==> src/rtl/mmio_timer_if.sv <==
// mmio_timer_if: CPU data-bus signals seen by the memory-mapped timer.
//   addr      CPU data address
//   wdata     CPU store data
//   mem_read  load strobe
//   mem_write store strobe
//   rdata     load data returned by the slave (0 when not selected)
//   sel       slave decode hit
// The master modport is the CPU side; the slave modport is the timer side.
`timescale 1ns/1ps

interface mmio_timer_if;
  logic [31:0] addr;
  logic [31:0] wdata;
  logic        mem_read;
  logic        mem_write;
  logic [31:0] rdata;
  logic        sel;

  modport master (
    output addr, wdata, mem_read, mem_write,
    input  rdata, sel
  );

  modport slave (
    input  addr, wdata, mem_read, mem_write,
    output rdata, sel
  );
endinterface

==> src/rtl/mmio_timer.sv <==
// mmio_timer: memory-mapped down-counting timer in a 16-byte window of the
// CPU data address space. Single-cycle loads (combinational rdata) and
// stores (committed on the rising clk edge). Level interrupt on expiry.
//   clk    system clock, rising edge
//   reset  asynchronous, active-low reset
//   bus    mmio_timer_if.slave: addr, wdata, mem_read, mem_write in;
//          rdata, sel out
//   irq    STATUS.EXPIRED & CTRL.IRQ_EN (registers only)
// Register map (word offset = addr[3:2]):
//   0x0 CTRL   [0]=EN [1]=AUTO [2]=IRQ_EN [8+:PRESCALE_W]=PRESCALE
//   0x4 LOAD   reload value
//   0x8 COUNT  current count
//   0xC STATUS [0]=EXPIRED, write-1-to-clear
`timescale 1ns/1ps

module mmio_timer #(
  parameter logic [31:0] BASE_ADDR  = 32'hFFFF_0000,
  parameter int          PRESCALE_W = 8
) (
  input  logic         clk,
  input  logic         reset,
  mmio_timer_if.slave  bus,
  output logic         irq
);

  typedef enum logic {S_IDLE, S_RUN} state_t;

  localparam logic [PRESCALE_W-1:0] PRESC_ONE = PRESCALE_W'(1);

  state_t                r_state, w_state_next;
  logic                  r_auto, w_auto_next;
  logic                  r_irq_en, w_irq_en_next;
  logic [PRESCALE_W-1:0] r_prescale, w_prescale_next;
  logic [PRESCALE_W-1:0] r_presc, w_presc_next;
  logic [31:0]           r_load, w_load_next;
  logic [31:0]           r_count, w_count_next;
  logic                  r_expired, w_expired_next;

  logic        w_wr;
  logic        w_wr_ctrl, w_wr_load, w_wr_count, w_wr_status;
  logic        w_tick;
  logic [31:0] w_ctrl_rd;
  logic [31:0] w_rd_data;

  // ---------------- decode ----------------
  assign bus.sel     = (bus.addr[31:4] == BASE_ADDR[31:4]);
  assign w_wr        = bus.mem_write & bus.sel;
  assign w_wr_ctrl   = w_wr & (bus.addr[3:2] == 2'd0);
  assign w_wr_load   = w_wr & (bus.addr[3:2] == 2'd1);
  assign w_wr_count  = w_wr & (bus.addr[3:2] == 2'd2);
  assign w_wr_status = w_wr & (bus.addr[3:2] == 2'd3);

  // Tick on the cycle the prescaler reaches PRESCALE (every cycle when 0).
  assign w_tick = (r_state == S_RUN) && (r_presc == r_prescale);

  // ---------------- next-state / register updates ----------------
  always_comb begin
    w_state_next    = r_state;
    w_auto_next     = r_auto;
    w_irq_en_next   = r_irq_en;
    w_prescale_next = r_prescale;
    w_presc_next    = r_presc;
    w_load_next     = r_load;
    w_count_next    = r_count;
    w_expired_next  = r_expired;

    // LOAD is resolved first so an auto-reload on this edge sees new wdata.
    if (w_wr_load) begin
      w_load_next = bus.wdata;
    end

    if (w_wr_ctrl) begin
      w_auto_next     = bus.wdata[1];
      w_irq_en_next   = bus.wdata[2];
      w_prescale_next = bus.wdata[8 +: PRESCALE_W];
    end

    // Clear before expiry is considered, so a same-edge expiry wins.
    if (w_wr_status && bus.wdata[0]) begin
      w_expired_next = 1'b0;
    end

    case (r_state)
      S_IDLE: begin
        if (w_wr_ctrl && bus.wdata[0]) begin
          w_state_next = S_RUN;
          w_count_next = r_load;
          w_presc_next = '0;
        end
      end
      S_RUN: begin
        w_presc_next = w_tick ? '0 : (r_presc + PRESC_ONE);
        // A CPU write to COUNT on a tick edge suppresses the tick's effect.
        if (w_tick && !w_wr_count) begin
          if (r_count != 32'd0) begin
            w_count_next = r_count - 32'd1;
          end else begin
            w_expired_next = 1'b1;
            if (r_auto) begin
              w_count_next = w_load_next;
            end else begin
              w_state_next = S_IDLE;
              w_presc_next = '0;
            end
          end
        end
        // Disabling holds COUNT where it is; expiry on this edge still sticks.
        if (w_wr_ctrl && !bus.wdata[0]) begin
          w_state_next = S_IDLE;
          w_presc_next = '0;
          w_count_next = r_count;
        end
      end
      default: begin
        w_state_next = S_IDLE;
      end
    endcase

    if (w_wr_count) begin
      w_count_next = bus.wdata;
    end
  end

  always_ff @(posedge clk or negedge reset) begin
    if (!reset) begin
      r_state    <= S_IDLE;
      r_auto     <= 1'b0;
      r_irq_en   <= 1'b0;
      r_prescale <= '0;
      r_presc    <= '0;
      r_load     <= 32'd0;
      r_count    <= 32'd0;
      r_expired  <= 1'b0;
    end else begin
      r_state    <= w_state_next;
      r_auto     <= w_auto_next;
      r_irq_en   <= w_irq_en_next;
      r_prescale <= w_prescale_next;
      r_presc    <= w_presc_next;
      r_load     <= w_load_next;
      r_count    <= w_count_next;
      r_expired  <= w_expired_next;
    end
  end

  // ---------------- read path ----------------
  // EN is not stored separately: it is exactly "FSM in RUN".
  always_comb begin
    w_ctrl_rd                    = '0;
    w_ctrl_rd[0]                 = (r_state == S_RUN);
    w_ctrl_rd[1]                 = r_auto;
    w_ctrl_rd[2]                 = r_irq_en;
    w_ctrl_rd[8 +: PRESCALE_W]   = r_prescale;
  end

  always_comb begin
    w_rd_data = '0;
    case (bus.addr[3:2])
      2'd0:    w_rd_data = w_ctrl_rd;
      2'd1:    w_rd_data = r_load;
      2'd2:    w_rd_data = r_count;
      default: w_rd_data = {31'd0, r_expired};
    endcase
  end

  assign bus.rdata = (bus.mem_read & bus.sel) ? w_rd_data : 32'd0;

  assign irq = r_expired & r_irq_en;

endmodule

==> src/flat_wrapper.sv <==
// flat-port wrapper written by rule: the top's interface ports become plain ports
module mmio_timer_flat 
#(
  parameter logic [31:0] BASE_ADDR  = 32'hFFFF_0000,
  parameter int          PRESCALE_W = 8
)
  (clk, reset, irq, bus_addr, bus_wdata, bus_mem_read, bus_mem_write, bus_rdata, bus_sel);
  mmio_timer_if bus_i ();
  input  logic clk;
  input  logic reset;
  output logic irq;
  input wire logic [$bits(bus_i.addr)-1:0] bus_addr;
  input wire logic [$bits(bus_i.wdata)-1:0] bus_wdata;
  input wire logic [$bits(bus_i.mem_read)-1:0] bus_mem_read;
  input wire logic [$bits(bus_i.mem_write)-1:0] bus_mem_write;
  output wire logic [$bits(bus_i.rdata)-1:0] bus_rdata;
  output wire logic [$bits(bus_i.sel)-1:0] bus_sel;
  assign bus_i.addr = bus_addr;
  assign bus_i.wdata = bus_wdata;
  assign bus_i.mem_read = bus_mem_read;
  assign bus_i.mem_write = bus_mem_write;
  assign bus_rdata = bus_i.rdata;
  assign bus_sel = bus_i.sel;
  mmio_timer #(.BASE_ADDR(BASE_ADDR), .PRESCALE_W(PRESCALE_W)) u_core (.clk(clk), .reset(reset), .bus(bus_i), .irq(irq));
endmodule
==> config.mk <==
export PLATFORM = sky130hd
export DESIGN_NAME = mmio_timer_flat
export DESIGN_NICKNAME = d
export VERILOG_FILES = /design/src/rtl/mmio_timer_if.sv /design/src/rtl/mmio_timer.sv /design/src/flat_wrapper.sv
export SDC_FILE = /design/constraint.sdc
export NUM_CORES = 1
export LEC_CHECK = 0
export CELL_PAD_IN_SITES_DETAIL_PLACEMENT = 1
export CELL_PAD_IN_SITES_GLOBAL_PLACEMENT = 2
export CORE_MARGIN = 5
export CORE_UTILIZATION = 32
export DETAILED_ROUTE_END_ITERATION = 6
export GPL_TIMING_DRIVEN = 0
export PLACE_DENSITY = 0.8
export SLEW_MARGIN = 10
export SYNTH_ARGS = -nofsm -noshare
export SYNTH_HDL_FRONTEND = slang
export SYNTH_SLANG_ARGS = --single-unit
==> constraint.sdc <==
create_clock -name clk -period 2.95 [get_ports clk]
set_clock_uncertainty 0.1 [all_clocks]
set_input_delay 0.59 -clock clk [delete_from_list [all_inputs] [get_ports clk]]
set_output_delay 0.59 -clock clk [all_outputs]
set_load 0.01 [all_outputs]
# == Word level (Yosys, flattened, before mapping) ==
# Index checks and enable logic that the tools add are counted.
# op_classes
n_addsub,2
eq_ne,10
mux,27
bitwise_logic,8
reduce_logical,10
# ops
operator,n
$mux 32,8
$pmux 32 s3,1
$pmux 32 s2,1
$mux 8,6
$reduce_bool 32->1,1
$sub 32x1->32 const B,1
$eq 28x28->1 const B,1
$pmux 8 s2,1
$mux 1,9
$add 8x1->8 const B,1
$eq 8x8->1,1
$and 1x1->1,7
$ne 3x3->1 const B,2
$logic_and 1x1->1,5
$eq 2x2->1 const B,2
$ne 4x4->1 const B,1
$reduce_and 4->1,1
$ne 3x1->1 const B,1
$eq 2x1->1 const B,1
$logic_not 1->1,2
$logic_not 2->1,1
$ne 2x1->1 const B,1
$pmux 1 s2,1
$not 1->1,1
# totals
reg_bits,84
inputBits,68
out_inout_bits,34

# == Longest topological paths before layout ==
# depth
depth_word,10
depth_mapped,11
depth_no_buf,9

# == Worst setup path after synthesis ==
# OpenSTA, ideal clock, no wires.
# synth_path
path_kind,in2reg
startpoint,input bus_addr[3]
endpoint,register u_core.r_count[0]
setup_ps,141
t_arrival_ps,2649
path_slack_ps,60
stages,8
cell_sequence,clkbuf_1 -> or3_1 -> nor4_1 -> mux2i_1 -> and3_1 -> clkbuf_1 -> clkbuf_1 -> a31oi_1
# synth_via
elab_chain_len,9
# synth_rtl
element,line,rtl
start: declaration,flat_wrapper.sv:12,input wire logic [$bits(bus_i.addr)-1:0] bus_addr;
$eq 2x1->1,mmio_timer.sv:49,assign w_wr_load = w_wr & (bus.addr[3:2] == 2'd1);
$and 1x1->1,mmio_timer.sv:49,
$mux 32,mmio_timer.sv:68,if (w_wr_load) begin
$mux 32,mmio_timer.sv:99,if (r_auto) begin
$mux 32,mmio_timer.sv:95,if (r_count != 32'd0) begin
$mux 32,mmio_timer.sv:94,if (w_tick && !w_wr_count) begin
$mux 32,mmio_timer.sv:108,if (w_wr_ctrl && !bus.wdata[0]) begin
$pmux 32 s2,mmio_timer.sv:83,case (r_state)
$mux 32,mmio_timer.sv:119,if (w_wr_count) begin
end signal: assignment,mmio_timer.sv:141,r_count <= w_count_next;
end: declaration,mmio_timer.sv:36,"logic [31:0] r_count, w_count_next;"
# Several ways; a longest one is shown, not always the timed one. The select of a mux whose other input is x is not followed.
# A chain may end at the register's enable or synchronous reset.

# == Worst setup path after layout ==
# layout_path
startpoint,register u_core.r_count[0]
endpoint,register u_core.r_count[30]
# layout_via
elab_chain_len,6
# layout_rtl
element,line
$sub 32x1->32 or $reduce_bool 32->1 (tied branches),"mmio_timer.sv:96, mmio_timer.sv:95"
$mux 32,mmio_timer.sv:95
$mux 32,mmio_timer.sv:94
$mux 32,mmio_timer.sv:108
$pmux 32 s2,mmio_timer.sv:83
$mux 32,mmio_timer.sv:119
# Several ways; a longest one is shown, not always the timed one. The select of a mux whose other input is x is not followed.

==> summary by stage <==
Layout
The synthesis-to-layout area growth is 41.0%. The antenna diode count is 0. The layout net count is 858.

The fraction of final layout cells sized beyond drive strength 1 is 0.294. Summing all non-filler instances in the final layout gives an area of 8020 um2. Leaving out fill and tap cells, the most frequent cell in the layout is dfrtp_1.

The post-layout instance count excluding filler cells is a little over 1,000. In the layout the commonest cells are dfrtp_1 (82), nor2_1 (79), nand2_1 (52).

Clock network
The buffer type at the clock tree root is clkbuf_16. The clock transition at the registers of the reported paths is 70 ps. The clock drives 84 sinks.

Clock latency on the worst-skew pair, taken at its later pin, is 360 ps. In this run the deepest clock path goes through 2 buffers. In this run, post-CTS hold repair placed 0 buffers.

TritonCTS built the clock tree. The TritonCTS buffer count is 9. The deepest level of the CTS H-tree is 3.

Global routing
The number of global-route vias before repair is 6,291. The maximum number of pins on one net before global-route repair is 49. The residual overflow from global routing is 0.

The number of antenna violations at the first check in global routing is 0. The first-pass GRT wire length is 38.5 mm. The global-route total usage across every layer is 0.248.

Power and ir drop
The share of total power dissipated in sequential elements is 0.453. The total power per unit cell area is ~320 nW/um2. The static leakage is 3.44 nW.

IR analysis of the VDD net gives a maximum drop of 0.296 mV. The clock group share of total power is 0.473. The net switching power is 0.646 mW. The power share of the combinational group is 0.074. The switching part of the total power is 0.254. The completed layout was analyzed and its total power is 2.55 mW.

The internal power is 1.90 mW.

Synth
The net count after synthesis is 724. The count of unique library cells instantiated by Yosys is 64. After synthesis, the share of flip-flops with an asynchronous set or reset is 1.00.

Of the synthesized area, sequential elements account for 0.370. The mean instance size in the synthesized netlist is roughly 8.7 um2. The combined area of all synthesized cells is about 5700 um2. The Yosys step of the flow raised 0 warnings. The synthesized design contains 0 enable-type register cells. The most instantiated flip-flop cell in the synthesis netlist is dfrtp_1. The synthesized instance count is 653.

Counting flops and latches in the post-synthesis netlist gives 84.

Hold path
The kind of path behind the tightest hold check is in2async.

Die
The floorplan step defined a die boundary enclosing 20,500 um2. The initial utilization of the core area, before any placement, comes to 0.328. The number of top-level pins is 102.

The die is 143 um tall. The region available for standard cell placement spans approximately 17,000 um2. The width of the die is 143 um. After floorplanning, the core was divided into 48 placement rows.

Placed design
The HPWL after detailed placement is 17.3 mm. The post-detailed-placement cell area is about 7000 um2. The number of instances in the placed design is between 900 and 1,000.

The number of buffer cells added on primary ports is 97. The placer's final routability congestion estimate is 0.888.

Route
The top routing layer in use is met4. The wire length on met2 is 12.3 mm. The number of DRC markers in iteration 0 is slightly below 500. The remaining antenna violation count is 0. The total number of vias is a little over 6,000. For this run, design rule violations remaining after detail routing come to 0. The first TritonRoute pass finished after 5 iterations.

Summed over all nets, wire length on met3 after detailed routing comes to 1.70 mm. After detailed routing, the number of vias per cell comes to 5.94. In the final routing, the length of wire on met1 measures 11.2 mm. Dividing the detail-routed wire length by the instance count gives 25.4 um.

The routed design has 25.8 mm of wire.

Setup path
The kind of critical path is reg2reg. The most critical setup path has its startpoint at u_core.r_count[0]$_DFFE_PN0P_. The worst setup path is captured at a register. The reg-to-reg endpoint is u_core.r_count[30]$_DFFE_PN0P_. For the worst setup path, the data arrival time is 3070 ps. The number of cells on the worst reg-to-reg path is 10. For the worst setup path, the data required time is 3100 ps. The setup check on the worst reg-to-reg path leaves a slack of 30 ps. Of all nets on the critical path, the largest fanout is 5. The startpoint type of the worst setup path is a register. The startpoint identified for the worst register-to-register timing path is u_core.r_count[0]$_DFFE_PN0P_. In this run the worst setup path terminates at u_core.r_count[30]$_DFFE_PN0P_.

Status
The run finished with clean final reports.

STA
Measured against its own limit, the worst slew margin works out to 0.228. The accumulated negative setup slack is 0 ps. The final count of hold timing violations came to 0. Of the available clock period, the critical path in the final layout requires 0.990. The minimum clock period is 2920 ps. The slew at the pin closest to its max-slew limit is 1160 ps.

The minimum hold slack is ~160 ps. Setup violations remaining at the end of the flow were counted as 0. The achievable clock frequency is 0.343 GHz. The final-report max-slew violation count is 0. Setup repair after global routing could not meet its margin everywhere.

Flow run
The total of max-cap violations is 0.
-- worst min path at each step --
stage                                      from                          end  slack [ps]  depth (start not counted)
floorplan                                 reset    u_core.r_auto$_DFFE_PN0N_         190                          0
finish                                    reset  u_core.r_load[30]$_DFF_PN0_         160                          1
CTS                                       reset  u_core.r_load[30]$_DFF_PN0_         200                          1
detailed placement  u_core.r_load[18]$_DFF_PN0_  u_core.r_load[18]$_DFF_PN0_         440                          1
global route                              reset  u_core.r_load[30]$_DFF_PN0_         210                          1
global placement    u_core.r_load[19]$_DFF_PN0_  u_core.r_load[19]$_DFF_PN0_         430                          1
-- cell type report --
| cell class | instances | area (um2) |
|---|---|---|
| Clock buffer | 9 | 225 |
| Tap cell | 225 | 282 |
| Inverter | 10 | 40.0 |
| Fill cell | 1952 | 9340 |
| Buffer | 41 | 339 |
| Multi-Input combinational cell | 510 | 3730 |
| Timing Repair Buffer | 131 | 1220 |
| Sequential cell | 84 | 2100 |
| Clock inverter | 7 | 76.3 |
-- cell usage after synthesis (2+ instances only) --
master     number  area share
nor2_1        103       0.068
dfrtp_1        84        0.37
nand2_1        55       0.036
mux2_2         42       0.083
clkbuf_1       35       0.023
a21oi_1        34       0.030
a22oi_1        22       0.029
o21ai_0        21       0.018
xnor2_1        21       0.032
o2bb2ai_1      20       0.031
nor3_1         15       0.013
o211ai_1       15       0.020
nand3_1        14       0.012
mux2i_1        13       0.023
a31oi_1        12       0.013
xor2_1         11       0.017
inv_1           9      0.0059
nand4_1         9      0.0099
nor4_1          8      0.0088
or3_1           8      0.0088
a21o_1          7      0.0092
and3_1          7      0.0077
buf_1           6      0.0040
a21boi_0        5      0.0066
buf_2           5      0.0044
o31ai_1         5      0.0066
nor4b_1         4      0.0062
o21a_1          4      0.0053
o31a_1          4      0.0062
or4_1           4      0.0053
and2_1          3      0.0033
and4_1          3      0.0046
ha_1            3      0.0066
nand2b_1        3      0.0033
a221o_1         2      0.0035
a31o_2          2      0.0031
buf_6           2      0.0040
nand4b_1        2      0.0031
nor2b_1         2      0.0022
nor3_2          2      0.0035
nor4_4          2      0.0075
o311a_1         2      0.0035
or4_4           2      0.0040
-- metrics by stage --
stage           util  worst slack, ps
3_3_place_gp   0.400            -2120
3_5_place_dp   0.401            -1540
2_1_floorplan      -             60.1
6_report       0.462             30.9
4_1_cts        0.445             1.70
5_1_grt        0.462            -43.3
-- worst max-delay path, cell delays in order (launching register included) --
cell and delay [ps]:
dfrtp_1 450, inv_1 140, ha_1 220, or3b_4 450
nor3_4 220, nand4_1 220, buf_4 230, nor4_1 330
xnor2_1 170, o21ai_0 110, a21o_1 170
-- timing repair --
item,4_1_cts,5_1_grt
setup buffers,11,18
gates resized for setup,289,96
cloned,3,1
pin swaps,29,22
setup endpoints to repair,114,64
-- power by group through the flow --
stage          clock, mW  sequential, mW  combinational, mW
2_1_floorplan          0            1.17             0.0374
3_3_place_gp           0            1.18              0.176
3_5_place_dp           0            1.17              0.183
4_1_cts             1.21            1.15              0.185
5_1_grt             1.27            1.15              0.202
6_report            1.20            1.15              0.189
-- state kept, by name, indices dropped and copies added, names as in the netlist --
register           flops
u_core.r_count        32
u_core.r_load         32
u_core.r_presc         8
u_core.r_prescale      8
u_core.r_auto          1
u_core.r_expired       1
u_core.r_irq_en        1
u_core.r_state         1
-- routing by layer --
metal	GRT usage	vias up
met5	0	-
met4	0.0842	0
met3	0.0346	32
met2	0.403	262
met1	0.340	3090
li1	-	2657
-- cells by family after synthesis --
| kind of cell | count (synthesis) | share of synthesized area |
|---|---|---|
| simple gates | 255 | 0.222 |
| mux | 56 | 0.110 |
| flops | 84 | 0.370 |
| compound gates | 164 | 0.199 |
| fa+ha+maj | 3 | 0.00660 |
| buf+inv | 59 | 0.0429 |
| xor+xnor | 32 | 0.0493 |
(Power assumes the default switching activity.)
